File: config.mk
export PLATFORM = sky130hd
export DESIGN_NAME = clock_core
export DESIGN_NICKNAME = d
export VERILOG_FILES = /design/src/rtl/clock_core_pkg.sv /design/src/rtl/mod_counter.sv /design/src/rtl/clock_core.sv
export SDC_FILE = /design/constraint.sdc
export NUM_CORES = 1
export LEC_CHECK = 0
export CAP_MARGIN = 30
export CELL_PAD_IN_SITES_DETAIL_PLACEMENT = 0
export CELL_PAD_IN_SITES_GLOBAL_PLACEMENT = 2
export CORE_UTILIZATION = 37
export CTS_BUF_LIST = sky130_fd_sc_hd__clkbuf_4 sky130_fd_sc_hd__clkbuf_8
export CTS_CLUSTER_DIAMETER = 50
export DETAILED_ROUTE_END_ITERATION = 12
export PLACE_DENSITY_LB_ADDON = 0.1
export REMOVE_ABC_BUFFERS = 1
export SETUP_SLACK_MARGIN = 0.5
export SYNTH_ARGS = -nofsm -noshare
export SYNTH_HDL_FRONTEND = slang
export SYNTH_SLANG_ARGS = --single-unit
File: constraint.sdc
create_clock -name clk -period 2.5 [get_ports clk]
set_input_delay 0.5 -clock clk [delete_from_list [all_inputs] [get_ports clk]]
set_output_delay 0.5 -clock clk [all_outputs]
set_load 0.01 [all_outputs]
File: src/rtl/clock_core_pkg.sv
// Shared select codes, field limits and the 12 h display helper for clock_core.
package clock_core_pkg;

   typedef enum logic [1:0] {
      SELECT_SEC  = 2'd0,
      SELECT_MIN  = 2'd1,
      SELECT_HOUR = 2'd2,
      SELECT_NONE = 2'd3
   } select_e;

   localparam int SEC_MAX  = 59;
   localparam int MIN_MAX  = 59;
   localparam int HOUR_MAX = 23;

   localparam int SEC_W  = 6;
   localparam int MIN_W  = 6;
   localparam int HOUR_W = 5;

   function automatic logic [HOUR_W-1:0] to_12h(input logic [HOUR_W-1:0] hour);
      logic [HOUR_W-1:0] result;
      result = hour;
      if (hour == '0) begin
         result = HOUR_W'(12);
      end else if (hour > HOUR_W'(12)) begin
         result = hour - HOUR_W'(12);
      end
      return result;
   endfunction

endpackage

File: src/rtl/mod_counter.sv
// Modulo-(MAX+1) field counter; clr beats inc, carry flags the wrapping increment.
module mod_counter #(
   parameter int WIDTH = 6,
   parameter int MAX   = 59
) (
   input  logic             clk,
   input  logic             reset_n,
   input  logic             inc,
   input  logic             clr,
   output logic [WIDTH-1:0] value,
   output logic             carry
);

   logic [WIDTH-1:0] value_q, value_d;
   logic             at_max;

   assign at_max = (value_q == WIDTH'(MAX));

   always_comb begin
      value_d = value_q;
      if (clr) begin
         value_d = '0;
      end else if (inc) begin
         value_d = at_max ? '0 : value_q + WIDTH'(1);
      end
   end

   always_ff @(posedge clk or negedge reset_n) begin
      if (!reset_n) begin
         value_q <= '0;
      end else begin
         value_q <= value_d;
      end
   end

   assign value = value_q;
   assign carry = inc && at_max;

endmodule

File: src/rtl/clock_core.sv
// Time-of-day counter: prescaled seconds tick, sec/min/hour fields, synchronised front-panel edits.
// Optional alarm compare is built when CLOCK_ALARM_EN is defined.
module clock_core
   import clock_core_pkg::*;
#(
   parameter int TICKS_PER_SEC = 50_000_000,
   parameter int PRESC_W       = $clog2(TICKS_PER_SEC),
   parameter int SYNC_STAGES   = 2
) (
   input  logic              clk,
   input  logic              reset_n,
   input  logic              run,
   input  logic [1:0]        select,
   input  logic              increment,
   input  logic              hour_mode,
`ifdef CLOCK_ALARM_EN
   input  logic              alarm_set,
`endif
   output logic [SEC_W-1:0]  sec_out,
   output logic [MIN_W-1:0]  min_out,
   output logic [HOUR_W-1:0] hour_out,
   output logic              pm_out,
   output logic              sec_tick,
   output logic              alarm_pulse
);

   logic [PRESC_W-1:0]     presc_q, presc_d;
   logic [SYNC_STAGES-1:0] sync_q, sync_d;
   logic                   edge_q, edge_d;
   logic                   sec_tick_q, sec_tick_d;

   logic edit, tick, tick_adv, alarm_sel;
   logic edit_sec, edit_min, edit_hour;
   logic sec_carry, min_carry, hour_carry_unused;
   logic [SEC_W-1:0]  sec_q;
   logic [MIN_W-1:0]  min_q;
   logic [HOUR_W-1:0] hour_q;

   assign edit      = sync_q[SYNC_STAGES-1] & ~edge_q;
   assign tick      = run && (presc_q == PRESC_W'(TICKS_PER_SEC - 1));
   // An edit swallows a coincident tick; the prescaler still wraps.
   assign tick_adv  = tick && !edit;
   assign edit_sec  = edit && (select == SELECT_SEC);
   assign edit_min  = edit && (select == SELECT_MIN)  && !alarm_sel;
   assign edit_hour = edit && (select == SELECT_HOUR) && !alarm_sel;

   always_comb begin
      sync_d     = {sync_q[SYNC_STAGES-2:0], increment};
      edge_d     = sync_q[SYNC_STAGES-1];
      sec_tick_d = tick_adv;
      presc_d    = presc_q;
      if (edit_sec || tick) begin
         presc_d = '0;
      end else if (run) begin
         presc_d = presc_q + PRESC_W'(1);
      end
   end

   always_ff @(posedge clk or negedge reset_n) begin
      if (!reset_n) begin
         presc_q    <= '0;
         sync_q     <= '0;
         edge_q     <= 1'b0;
         sec_tick_q <= 1'b0;
      end else begin
         presc_q    <= presc_d;
         sync_q     <= sync_d;
         edge_q     <= edge_d;
         sec_tick_q <= sec_tick_d;
      end
   end

   mod_counter #(.WIDTH(SEC_W), .MAX(SEC_MAX)) u_sec (
      .clk     (clk),
      .reset_n (reset_n),
      .inc     (tick_adv),
      .clr     (edit_sec),
      .value   (sec_q),
      .carry   (sec_carry)
   );

   mod_counter #(.WIDTH(MIN_W), .MAX(MIN_MAX)) u_min (
      .clk     (clk),
      .reset_n (reset_n),
      .inc     (sec_carry || edit_min),
      .clr     (1'b0),
      .value   (min_q),
      .carry   (min_carry)
   );

   // Minute edits wrap without carrying into the hour.
   mod_counter #(.WIDTH(HOUR_W), .MAX(HOUR_MAX)) u_hour (
      .clk     (clk),
      .reset_n (reset_n),
      .inc     ((min_carry && tick_adv) || edit_hour),
      .clr     (1'b0),
      .value   (hour_q),
      .carry   (hour_carry_unused)
   );

`ifdef CLOCK_ALARM_EN
   logic [MIN_W-1:0]  alarm_min_q, alarm_min_d, min_nxt;
   logic [HOUR_W-1:0] alarm_hour_q, alarm_hour_d, hour_nxt;
   logic              alarm_pulse_q, alarm_pulse_d;

   assign alarm_sel = alarm_set;

   always_comb begin
      alarm_min_d  = alarm_min_q;
      alarm_hour_d = alarm_hour_q;
      if (edit && alarm_set && (select == SELECT_MIN)) begin
         alarm_min_d = (alarm_min_q == MIN_W'(MIN_MAX)) ? '0 : alarm_min_q + MIN_W'(1);
      end
      if (edit && alarm_set && (select == SELECT_HOUR)) begin
         alarm_hour_d = (alarm_hour_q == HOUR_W'(HOUR_MAX)) ? '0 : alarm_hour_q + HOUR_W'(1);
      end
      min_nxt  = min_carry ? '0 : min_q + MIN_W'(1);
      hour_nxt = hour_q;
      if (min_carry) begin
         hour_nxt = (hour_q == HOUR_W'(HOUR_MAX)) ? '0 : hour_q + HOUR_W'(1);
      end
      // sec_carry only asserts on an accepted tick out of second 59.
      alarm_pulse_d = sec_carry && (min_nxt == alarm_min_q) && (hour_nxt == alarm_hour_q);
   end

   always_ff @(posedge clk or negedge reset_n) begin
      if (!reset_n) begin
         alarm_min_q   <= '0;
         alarm_hour_q  <= '0;
         alarm_pulse_q <= 1'b0;
      end else begin
         alarm_min_q   <= alarm_min_d;
         alarm_hour_q  <= alarm_hour_d;
         alarm_pulse_q <= alarm_pulse_d;
      end
   end

   assign alarm_pulse = alarm_pulse_q;
`else
   assign alarm_sel   = 1'b0;
   assign alarm_pulse = 1'b0;
`endif

   assign sec_out  = sec_q;
   assign min_out  = min_q;
   assign hour_out = hour_mode ? to_12h(hour_q) : hour_q;
   assign pm_out   = (hour_q >= HOUR_W'(12));
   assign sec_tick = sec_tick_q;

endmodule

### Yosys cells after proc, flatten, opt, wreduce, memory -nomap -nowiden

Index checks and enable logic that the tools add are counted.

* register bits: 47
* input port bits: 7
* output and inout port bits: 20
* word-level logic and storage cells: 48

* $add $sub $neg: 5
* $lt $le $gt $ge: 2
* equal/unequal tests: 6
* mux-type cells: 10
* bitwise logic cells: 2
* reduce and logical (&&, ||, !) cells: 16

Operators by type and width (number)
* 26-bit two-way mux: 2
* 26-bit by 1-bit adder with 26-bit output (second input constant): 1
* 26-bit == test (second input constant): 1
* 6-bit two-way mux: 4
* 5-bit two-way mux: 4
* 6-bit by 1-bit adder with 6-bit output (second input constant): 2
* 6-bit == test (second input constant): 2
* 1-bit logical AND: 8
* 5-bit by 1-bit adder with 5-bit output (second input constant): 1
* 5-bit == test (second input constant): 1
* 5-bit by 4-bit >= comparator with 1-bit output (second input constant): 1
* 5-bit by 4-bit greater-than comparator with 1-bit output (second input constant): 1
* 5-bit zero test: 1
* 5-bit by 4-bit subtractor with 5-bit output (second input constant): 1
* 2-bit nonzero test: 2
* 1-bit logical OR: 3
* 2-bit by 1-bit == test with 1-bit output (second input constant): 1
* 2-bit == test (second input constant): 1
* 2-bit zero test: 1
* 1-bit bitwise AND: 1
* 1-bit zero test: 1
* 1-bit inverter: 1

### Logic depth before layout (Yosys ltp)

* depth in word-level cells: 9
* mapped depth: 7
* depth with buffers taken out: 6

### Modules after synthesis

From an unflattened synthesis, not the netlist that was laid out.

* cells, all modules: 273
* area, all modules: 2745.1 um^2

By module, submodules not included
* clock_core: times used 1, cells each 183, area each 1824.2 um^2, seq. area each 750.7 um^2
* mod_counter at u_min ...: times used 2, cells each 33, area each 329.1 um^2, seq. area each 150.1 um^2
* mod_counter at u_hour: times used 1, cells each 24, area each 262.8 um^2, seq. area each 125.1 um^2

### Worst setup path after synthesis

OpenSTA, ideal clock, no wires.

* path kind: reg-to-reg
* from: register presc_q[11]
* to: register u_sec.value_q[4] (netlist: u_sec.value[4])
* library setup time: 0.077 ns
* arrival time: 2.062 ns
* required time: 2.423 ns
* slack: 0.360 ns
* stages on the path, launching flop included: 7
* path buffers: 1
* period minus slack after synthesis: 2.140 ns
* cells stage by stage: dfrtp_1 or4_4 nor4_4 nand3_2 buf_6 or4_1 a21oi_1

* word-level cells in the longest chain between the ends: 4

Ends and longest elaborated chain
* start: declaration: line clock_core.sv:27 `logic [PRESC_W-1:0] presc_q, presc_d;`
* start signal: assignment: line clock_core.sv:66 `presc_q <= presc_d;`
* 26-bit == test: line clock_core.sv:40 `assign tick = run && (presc_q == PRESC_W'(TICKS_PER_SEC - 1));`
* 1-bit logical AND: line clock_core.sv:40
* 1-bit logical AND: line clock_core.sv:42 `assign tick_adv = tick && !edit;`
* 2-bit nonzero test (no line)
* end signal: assignment: line mod_counter.sv:32 `value_q <= value_d;`
* end: declaration: line mod_counter.sv:14 `logic [WIDTH-1:0] value_q, value_d;`

No other way between the ends.
A chain may end at the register's enable or synchronous reset.

### Final worst setup path

* from: register presc_q[11]
* to: register u_sec.value_q[5] (netlist: u_sec.value[5])

Same word-level chain as after synthesis.

==> results by group <==
Outcome
  • Outcome: complete, no violations

Clock network
  • Htree depth: 2
  • Clk_lat worst skew: ~300 ps
  • Clk pin slew, worst setup/hold paths: around 90 ps
  • Clock buffer depth: 2
  • Root Buffer: clkbuf_8
  • CTS Buf Count: 5
  • CTS tree: built
  • CTS sink cnt: 47

Setup path
  • Worst Path Arrival: 2430 ps
  • Kind of critical path: flip-flop to flip-flop
  • Startpoint types: flip-flop
  • Crit. End Element: flip-flop
  • Worst-path maximum fanout: 7
  • Worst setup path start: presc_q[11]$_DFFE_PN0P_
  • R2R Setup Slk: 300 ps
  • Worst Setup EP: u_sec.value[5]$_DFFE_PN0P_
  • FF-to-FF End: u_sec.value[5]$_DFFE_PN0P_
  • R2R Path Start: presc_q[11]$_DFFE_PN0P_
  • Worst Path Required: 2730 ps
  • R2R cell count: 5

Power
  • Peak VDD IR: 0.0003501 V
  • Internal power: ~1.8 mW
  • PD cells: around 680 nW/um2
  • Power, Total: 2.680 mW
  • Reg power frac: 0.375
  • Leakage power: 1.569 nW
  • Clock share of power: 0.250
  • Net Switching: 847.7 uW
  • Combinational power share: 0.374
  • Sw Ratio: 0.3163

Timing
  • Worst slew margin: 0.4677
  • Final Skew: roughly 8.5 ps
  • Slew @ Worst Pin: 796.7 ps
  • Hold_ws: approximately 170 ps
  • RSZ-0062 raised after global routing: true
  • Worst setup margin: 298.3 ps
  • Max-slew violation count: 0
  • Final Setup Violations: 0
  • Final Hold Vio Count: 0
  • FMAX: 0.4542 GHz
  • Period Utilization, post-route: 0.8807
  • Tmin final: 2202 ps

Placement
  • Routability cong.: 0.7539
  • Dpl ws: -60.64 ps
  • Post-DP HPWL: 4.093 mm
  • # port buffers: 25
  • Placed Area: 3078 um2

Routing
  • Vias post-DR: 2229
  • Detailed-route wire length per cell: 15.03 um
  • Number of remaining DRC errors: 0
  • DRT iter0 DRCs: between 90 and 100
  • Vias/cell: slightly above 5
  • ANT nets after route: 0
  • DR pass1 iterations: 4
  • Final WL: 6.583 mm

Yosys
  • Asr flop ratio synth: 1.000
  • Area share of the leading cell type in the synthesized netlist: 0.4438
  • Synth top area cells: dfrtp_1 44%, nor2_1 4.7%, xor2_1 4.6%
  • Sequential fraction of the synthesis area: 0.4438
  • Seq cells post-synth: 47
  • Most common cell in the netlist: dfrtp_1
  • Top cells by count, synth: 47 x dfrtp_1, 33 x nor2_1, 19 x nand2_1
  • Average size of a mapped cell: about 9.7 um2
  • Unique masters post-synth: 56
  • Post-Syn Area: 2650 um2
  • Ys flop type: dfrtp_1
  • Post-synth EDFFs: 0
  • Post-Syn Instances: 274
  • Yosys warns: 0
  • Biggest area consumer among synthesized cells: dfrtp_1

Final layout
  • Layout cell share with drive strength beyond 1: 0.3860
  • Multi-input logic area: ~1800 um2
  • Fin nets: between 300 and 400
  • N_diodes: 0
  • Register Area: 1181 um2
  • Area grow syn2layout: 47.78%
  • Fillers: 629
  • Final instance area: 3916 um2

Die
  • Full die area: 7505 um2
  • Die X: 86.63 um
  • I/O pin cnt: 27
  • Die span in y: 86.63 um
  • # rows: 30
  • Initial core utilization: 0.3858
  • Core box area: 6869 um2

Global routing
  • First-pass GRT wire length: just over 10 mm
  • Initial antenna violation count: 0
  • Total congestion overflow: 0
  • GRT Util Overall: 0.1745
  • Largest net degree at the start of global routing: 27
  • Number of global-route vias before repair: 2061

Worst hold path
  • Worst hold path class: primary input to async pin

Run
  • Max Cap Viol: 0
critical path, stage by stage, from the launching register on:
cell and delay, ps:
dfrtp_2 440, or4_4 560, nor4_4 340, nand3_4 170, or4_4 510, a21oi_2 120
power by group through the flow:
stage          clock, mW  combinational (mW)  sequential, mW
2_1_floorplan          0               0.367            1.01
3_3_place_gp           0               0.678            1.01
3_5_place_dp           0               0.679            1.02
4_1_cts            0.695               0.815           0.999
5_1_grt            0.728                1.10            1.03
6_report           0.671                1.00            1.01
placed cells by master, fill, tap and decap left out, types with 3 or more instances in the layout:
cell type / Yosys / routed
a21oi_1: 14 / 7
a21oi_2: 0 / 6
and2_1: 6 / 5
and3_1: 5 / 5
and4_1: 6 / 5
buf_12: 0 / 3
buf_2: 2 / 6
buf_4: 1 / 26
buf_6: 1 / 13
clkbuf_8: 0 / 5
clkdlybuf4s50_1: 0 / 17
dfrtp_1: 47 / 43
dfrtp_2: 0 / 4
ha_1: 8 / 5
ha_4: 0 / 3
inv_1: 8 / 5
mux2_4: 0 / 5
nand2_1: 19 / 18
nand2b_1: 4 / 3
nand3_1: 10 / 10
nand4_1: 12 / 12
nor2_1: 33 / 9
nor2_2: 1 / 10
nor2_4: 0 / 15
nor2b_1: 3 / 3
nor3_1: 5 / 5
nor4bb_1: 4 / 4
o21ai_0: 8 / 5
or3_1: 4 / 4
or4_1: 4 / 3
xnor2_1: 10 / 9
xor2_1: 14 / 14
area by class of cell:
class                   count  area share
repair buffers             69      0.1684
flip-flops and latches     47      0.3016
clock inverters             2     0.01534
inverters                   8    0.008307
clock buffers               6     0.01949
multi-input cells         210      0.4562
well taps                  96     0.03067
cells by family after synthesis:
family | Yosys count | share of synthesized area
simple gates | 130 | 0.2857
buf+inv | 17 | 0.02928
compound gates | 39 | 0.08971
other cells | 1 | 0.001415
fa+ha+maj | 8 | 0.03777
xor+xnor | 24 | 0.07932
flops | 47 | 0.4438
mux | 8 | 0.03305
registers in the layout (all words and copies together) (netlist names):
name	count
presc_q	26
u_hour.value	5
edge_q	1
u_min.value	6
sec_tick	1
sync_q	2
u_sec.value	6
how the worst min path moves through the flow:
stage and to:
3_5_place_dp sync_q[1]$_DFF_PN0_, 2_1_floorplan edge_q$_DFF_PN0_, 6_report presc_q[20]$_DFFE_PN0P_, 4_1_cts presc_q[20]$_DFFE_PN0P_
3_3_place_gp sync_q[1]$_DFF_PN0_, 5_1_grt presc_q[20]$_DFFE_PN0P_
per-stage QoR:
stage          utilization  instances  setup TNS [ps]
2_1_floorplan            -        265               0
3_3_place_gp        0.4481        399          -45.80
3_5_place_dp        0.4481        399          -60.64
4_1_cts             0.5078        431               0
5_1_grt             0.5701        438               0
6_report            0.5701        438               0
metal layers:
metal	track usage	up-vias	wire, um
met5	0	-	0
met4	0.05455	0	68
met3	0.03429	5	124
met2	0.2590	23	3040
met1	0.2551	1090	3349
li1	-	1111	-
repair_timing:
item,CTS,global route
gates resized for setup,54,90
setup buffers,24,5
gates cloned,0,2
hold buffers,0,0
endpoints found under the setup margin,21,49
pin swaps,22,37
Power figures use the tool's default switching activity.
